**config.mk**
```make
export PLATFORM = sky130hd
export DESIGN_NAME = mux_scan_serializer
export DESIGN_NICKNAME = d
export VERILOG_FILES = /design/src/rtl/mux_scan_pkg.sv /design/src/rtl/mux_scan_serializer.sv
export SDC_FILE = /design/constraint.sdc
export NUM_CORES = 1
export LEC_CHECK = 0
export ABC_CLOCK_PERIOD_IN_PS = 3500
export BUFFER_PORTS_ARGS = -buffer_cell sky130_fd_sc_hd__buf_4
export CORE_MARGIN = 10
export CORE_UTILIZATION = 50
export DETAILED_ROUTE_END_ITERATION = 10
export PLACE_DENSITY = 0.76
export SYNTH_ARGS = -nofsm -noshare
export SYNTH_HDL_FRONTEND = slang
export SYNTH_SLANG_ARGS = --single-unit
```
**constraint.sdc**
```tcl
create_clock -name clk -period 3.5 [get_ports clk]
set_input_delay 0.35 -clock clk [delete_from_list [all_inputs] [get_ports clk]]
set_output_delay 0.35 -clock clk [all_outputs]
set_load 0.01 [all_outputs]
```
**src/rtl/mux_scan_pkg.sv**
```systemverilog
// Shared definitions for the mux scan serializer: FSM states and widths.
package mux_scan_pkg;

  localparam int unsigned N_INPUTS = 8;  // mux data inputs / bits per word
  localparam int unsigned SEL_W    = 3;  // mux select width
  localparam int unsigned HOLD_W   = 4;  // hold counter width (HOLD_CYCLES up to 16)

  typedef enum logic {
    IDLE = 1'b0,
    SCAN = 1'b1
  } state_e;

endpackage

```
**src/rtl/mux_scan_serializer.sv**
```systemverilog
// mux_scan_serializer: accepts an 8-bit word on a valid/ready handshake, drives it
// onto an external 8-to-1 mux, steps the mux select through all positions and
// samples the mux output once per position to produce a serial bitstream.
//
// Parameters:
//   HOLD_CYCLES  cycles each select value is held before sampling (1..16)
//   MSB_FIRST    0: select steps 0..7, 1: select steps 7..0
// Ports:
//   clk, rst_n   clock, asynchronous active-low reset
//   in_data      word to serialize
//   in_valid     in_data is valid
//   in_ready     block can accept a word (state == IDLE)
//   mux_a        registered copy of the accepted word, to the mux data inputs
//   mux_sel      registered mux select
//   mux_f        mux output fed back for sampling
//   ser_out      sampled serial bit
//   ser_valid    one-cycle pulse, ser_out holds a new bit
//   ser_last     high with ser_valid on the 8th bit of a word
//   busy         scan in progress (state == SCAN)
module mux_scan_serializer
  import mux_scan_pkg::*;
#(
  parameter int unsigned HOLD_CYCLES = 1,
  parameter bit          MSB_FIRST   = 1'b0
) (
  input  logic                clk,
  input  logic                rst_n,
  input  logic [N_INPUTS-1:0] in_data,
  input  logic                in_valid,
  output logic                in_ready,
  output logic [N_INPUTS-1:0] mux_a,
  output logic [SEL_W-1:0]    mux_sel,
  input  logic                mux_f,
  output logic                ser_out,
  output logic                ser_valid,
  output logic                ser_last,
  output logic                busy
);

  localparam logic [HOLD_W-1:0] HOLD_LAST = HOLD_W'(HOLD_CYCLES - 1);
  localparam logic [SEL_W-1:0]  BIT_LAST  = SEL_W'(N_INPUTS - 1);
  localparam logic [SEL_W-1:0]  SEL_START = MSB_FIRST ? SEL_W'(N_INPUTS - 1) : '0;

  state_e                state, state_d;
  logic [HOLD_W-1:0]     hold_cnt, hold_cnt_d;
  logic [SEL_W-1:0]      bit_cnt, bit_cnt_d;
  logic [N_INPUTS-1:0]   mux_a_d;
  logic [SEL_W-1:0]      mux_sel_d;
  logic                  ser_out_d, ser_valid_d, ser_last_d;

  // Status is a direct decode of the state register.
  assign in_ready = (state == IDLE);
  assign busy     = (state == SCAN);

  // State and output registers.
  always_ff @(posedge clk or negedge rst_n) begin
    if (!rst_n) begin
      state     <= IDLE;
      hold_cnt  <= '0;
      bit_cnt   <= '0;
      mux_a     <= '0;
      mux_sel   <= '0;
      ser_out   <= 1'b0;
      ser_valid <= 1'b0;
      ser_last  <= 1'b0;
    end else begin
      state     <= state_d;
      hold_cnt  <= hold_cnt_d;
      bit_cnt   <= bit_cnt_d;
      mux_a     <= mux_a_d;
      mux_sel   <= mux_sel_d;
      ser_out   <= ser_out_d;
      ser_valid <= ser_valid_d;
      ser_last  <= ser_last_d;
    end
  end

  // Next-state and next-output logic.
  always_comb begin
    state_d     = state;
    hold_cnt_d  = hold_cnt;
    bit_cnt_d   = bit_cnt;
    mux_a_d     = mux_a;
    mux_sel_d   = mux_sel;
    ser_out_d   = ser_out;
    ser_valid_d = 1'b0;
    ser_last_d  = 1'b0;

    case (state)
      IDLE: begin
        if (in_valid) begin
          state_d    = SCAN;
          mux_a_d    = in_data;
          bit_cnt_d  = '0;
          hold_cnt_d = '0;
          mux_sel_d  = SEL_START;
        end
      end

      SCAN: begin
        if (hold_cnt != HOLD_LAST) begin
          hold_cnt_d = HOLD_W'(hold_cnt + 1'b1);
        end else begin
          // Select has settled for HOLD_CYCLES: sample the mux output.
          ser_out_d   = mux_f;
          ser_valid_d = 1'b1;
          ser_last_d  = (bit_cnt == BIT_LAST);
          hold_cnt_d  = '0;
          if (bit_cnt == BIT_LAST) begin
            state_d = IDLE;
          end else begin
            bit_cnt_d = SEL_W'(bit_cnt + 1'b1);
            mux_sel_d = MSB_FIRST ? SEL_W'(mux_sel - 1'b1) : SEL_W'(mux_sel + 1'b1);
          end
        end
      end

      default: state_d = IDLE;
    endcase
  end

endmodule

```
==> flow_summary.yaml <==
global_route:
  grt_pass1_wl_um: 3330
  grtUsageMet2: 0.175
  first_global_vias: 761
  overflow: 0
  grt_max_degree: 23
  gr-max-usage-layer: "met2"
  antenna_found_initial: 0
  track_usage: 0.0982
  grt_use_met1: 0.0999
  grt_use_met3: 0.0271
logic_synthesis:
  yosys.area_share.adder: 0.0600
  synth_top_area_cell: "dfrtp_1"
  yosys_warnings: 0
  synth_most_common_cell: "nand2_1"
  synthCells: 98
  synth_area_leaders: "dfrtp_1 (53%), nand2_1 (12%), ha_1 (6.0%)"
  synthFlopType: "dfrtp_1"
  synth_edf_count: 0
  netlist-cell-type-count: 28
  syn_nets: 115
  synth-simple-area-share: 0.252
  ys_top_cells_by_count: "nand2_1 (33), dfrtp_1 (22), inv_1 (6)"
  synthArstFlopShare: 1.00
  syn_avg_cell_area_um2: 10.6
  synth-compound-area-share: 0.0456
  yosys-mux-area-fraction: 0.0624
  netlist_area_um2: 1040
  synth-xor-area-share: 0.00839
  seq_area_frac_synth: 0.528
  ys_ff_latch: 22
  synth_top_area_frac: 0.528
  synth_top_family_by_area: "simple AND/OR/NAND/NOR gates"
sta:
  fin_skew_ns: 0.00399
  relSlewSlack: 0.649
  rsz0062_at_grt: "no"
  final_min_period_over_clock_period: 0.440
  timing.fmax_ghz: 0.650
  holdWs_ns: 0.213
  fin_ws_ns: 1.96
  hold_violations: 0
  setup-violations-final: 0
  fin_tns_setup_ns: 0
  drv_slew: 0
  tightest_slew_ns: 0.525
  period_minus_slack_ns: 1.54
floorplanning:
  design.die.area_um2: 4310
  fp-row-count: 16
  die_w_um: 65.7
  coreArea_um2: 1980
  start_util: 0.527
  die_height_um: 65.7
  ios: 28
run_status:
  status: "complete, no violations"
place:
  placed_cell_area_um2: 1260
  dp_cells: 149
  dp_slack_ns: 2.03
  dp_hpwl_um: 1630
  gp_congestion: 0.810
  port_buffers: 27
setup_path:
  critPathMaxStageDelay_ns: 0.61
  arrival_ns: 1.19
  required_ns: 3.15
  crit_chain: "inv_2 > buf_4"
  end_kind: "primary output"
  critPathSlowestCell: "dfrtp_1"
  start_kind: "flop"
  cp_max_fo: 10
  crit_type: "reg -> out"
clocking:
  clk_pin_slew_ns: 0.13
  insertion_delay_ns: 0.31
  clock_sinks: 22
  ctsResizeCount: 0
  cts_made_buffers: 3
  htreeDepth: 1
  root_buffer: "clkbuf_4"
  postCtsSetupBuffers: 0
  cts_tree: "done"
  cts_buffer_depth: 2
flow_run:
  drv_cap: 0
routing:
  drcViolationCount: 0
  antenna_left: 0
  drt_iter0_drc: 19
  drtPass1Iterations: 5
  dr_total_vias: 737
  vias_per_cell: 4.79
  wl_per_cell_um: 13.7
  routed_wl_um: 2110
layout:
  fin_area_um2: 1310
  syn_to_final_growth_pct: 25.2
  final_nets: 145
  fin_cells: 154
  antenna_cells: 0
  drive_above_1_share: 0.307
pwr:
  power.density_nw_per_um2: 687
  p_leak_uw: 0.000686
  ir_drop_v: 0.000425
worst_hold_path:
  holdCritPathClass: "in -> reg"
## per-stage QoR
| step | power [uW] | util |
|---|---|---|
| 4_1_cts | 908 | 0.659 |
| 2_1_floorplan | 644 | - |
| 6_report | 897 | 0.659 |
| 3_3_place_gp | 749 | 0.636 |
| 3_5_place_dp | 764 | 0.636 |
| 5_1_grt | 964 | 0.659 |
## registers in the layout, summed over array words and instances, names as in the netlist
signal / flops
busy: 1
mux_a: 8
ser_valid: 1
ser_out: 1
ser_last: 1
hold_cnt: 4
bit_cnt: 3
mux_sel: 3
## critical path: cells and delay by family (launching register included)
family	cells	cell delay (ns)
buffers and inverters	2	0.26
flip-flops	1	0.61
## metal layers
layer / wire [um] / part of all wire
met5: 0 / 0
met3: 68 / 0.032
met2: 1120 / 0.53
met4: 37 / 0.018
met1: 879 / 0.42
## layout make-up
cell class | count | area, um^2
repair buffers | 28 | 213
flip-flops and latches | 22 | 551
clock buffers | 4 | 36.3
multi-input cells | 66 | 447
fillers | 155 | 676
inverters | 7 | 26.3
well taps | 27 | 33.8
## what timing repair did
action	CTS	global route
endpoints found under the hold margin	22	0
setup endpoints to repair	0	0
hold buffers	1	0
## placed cells by master (no fill, tap or decap), types with 2 or more instances in the layout
| cell | n |
|---|---|
| buf_4 | 27 |
| o21ai_1 | 2 |
| clkbuf_4 | 3 |
| dfrtp_1 | 22 |
| ha_1 | 5 |
| inv_1 | 6 |
| nor2b_1 | 3 |
| nand2_1 | 33 |
| mux2i_1 | 5 |
## logic make-up after synthesis
kind of cell,Yosys count
buffers and inverters,10
adder cells (fa/ha/maj),5
AND/OR/NAND/NOR,47
AO/OA/AOI/OAI,7
XOR/XNOR,1
multiplexers,6
flip-flops,22
## power breakdown
group / internal [uW] / switching [uW] / leakage, uW
sequential: 332 / 69.2 / 0.000266
combinational: 195 / 156 / 0.000399
clock: 63.6 / 81.5 / 0.0000210
## final timing paths
kind / startpoint / to / slack [ns] / cells after the start
worst max-delay path: busy$_DFF_PN0_ / in_ready / 1.96 / 2
min in group asynchronous: rst_n / mux_sel[1]$_DFFE_PN0P_ / 0.45 / 2
max in group asynchronous: rst_n / hold_cnt[2]$_DFFE_PN0P_ / 2.83 / 2
worst min-delay path: in_data[7] / mux_a[7]$_DFFE_PN0P_ / 0.21 / 3
worst max register to register: bit_cnt[0]$_DFFE_PN0P_ / mux_sel[2]$_DFFE_PN0P_ / 2.03 / 5
worst min register to register: mux_a[0]$_DFFE_PN0P_ / mux_a[0]$_DFFE_PN0P_ / 0.49 / 2
(Power assumes the default switching activity.)
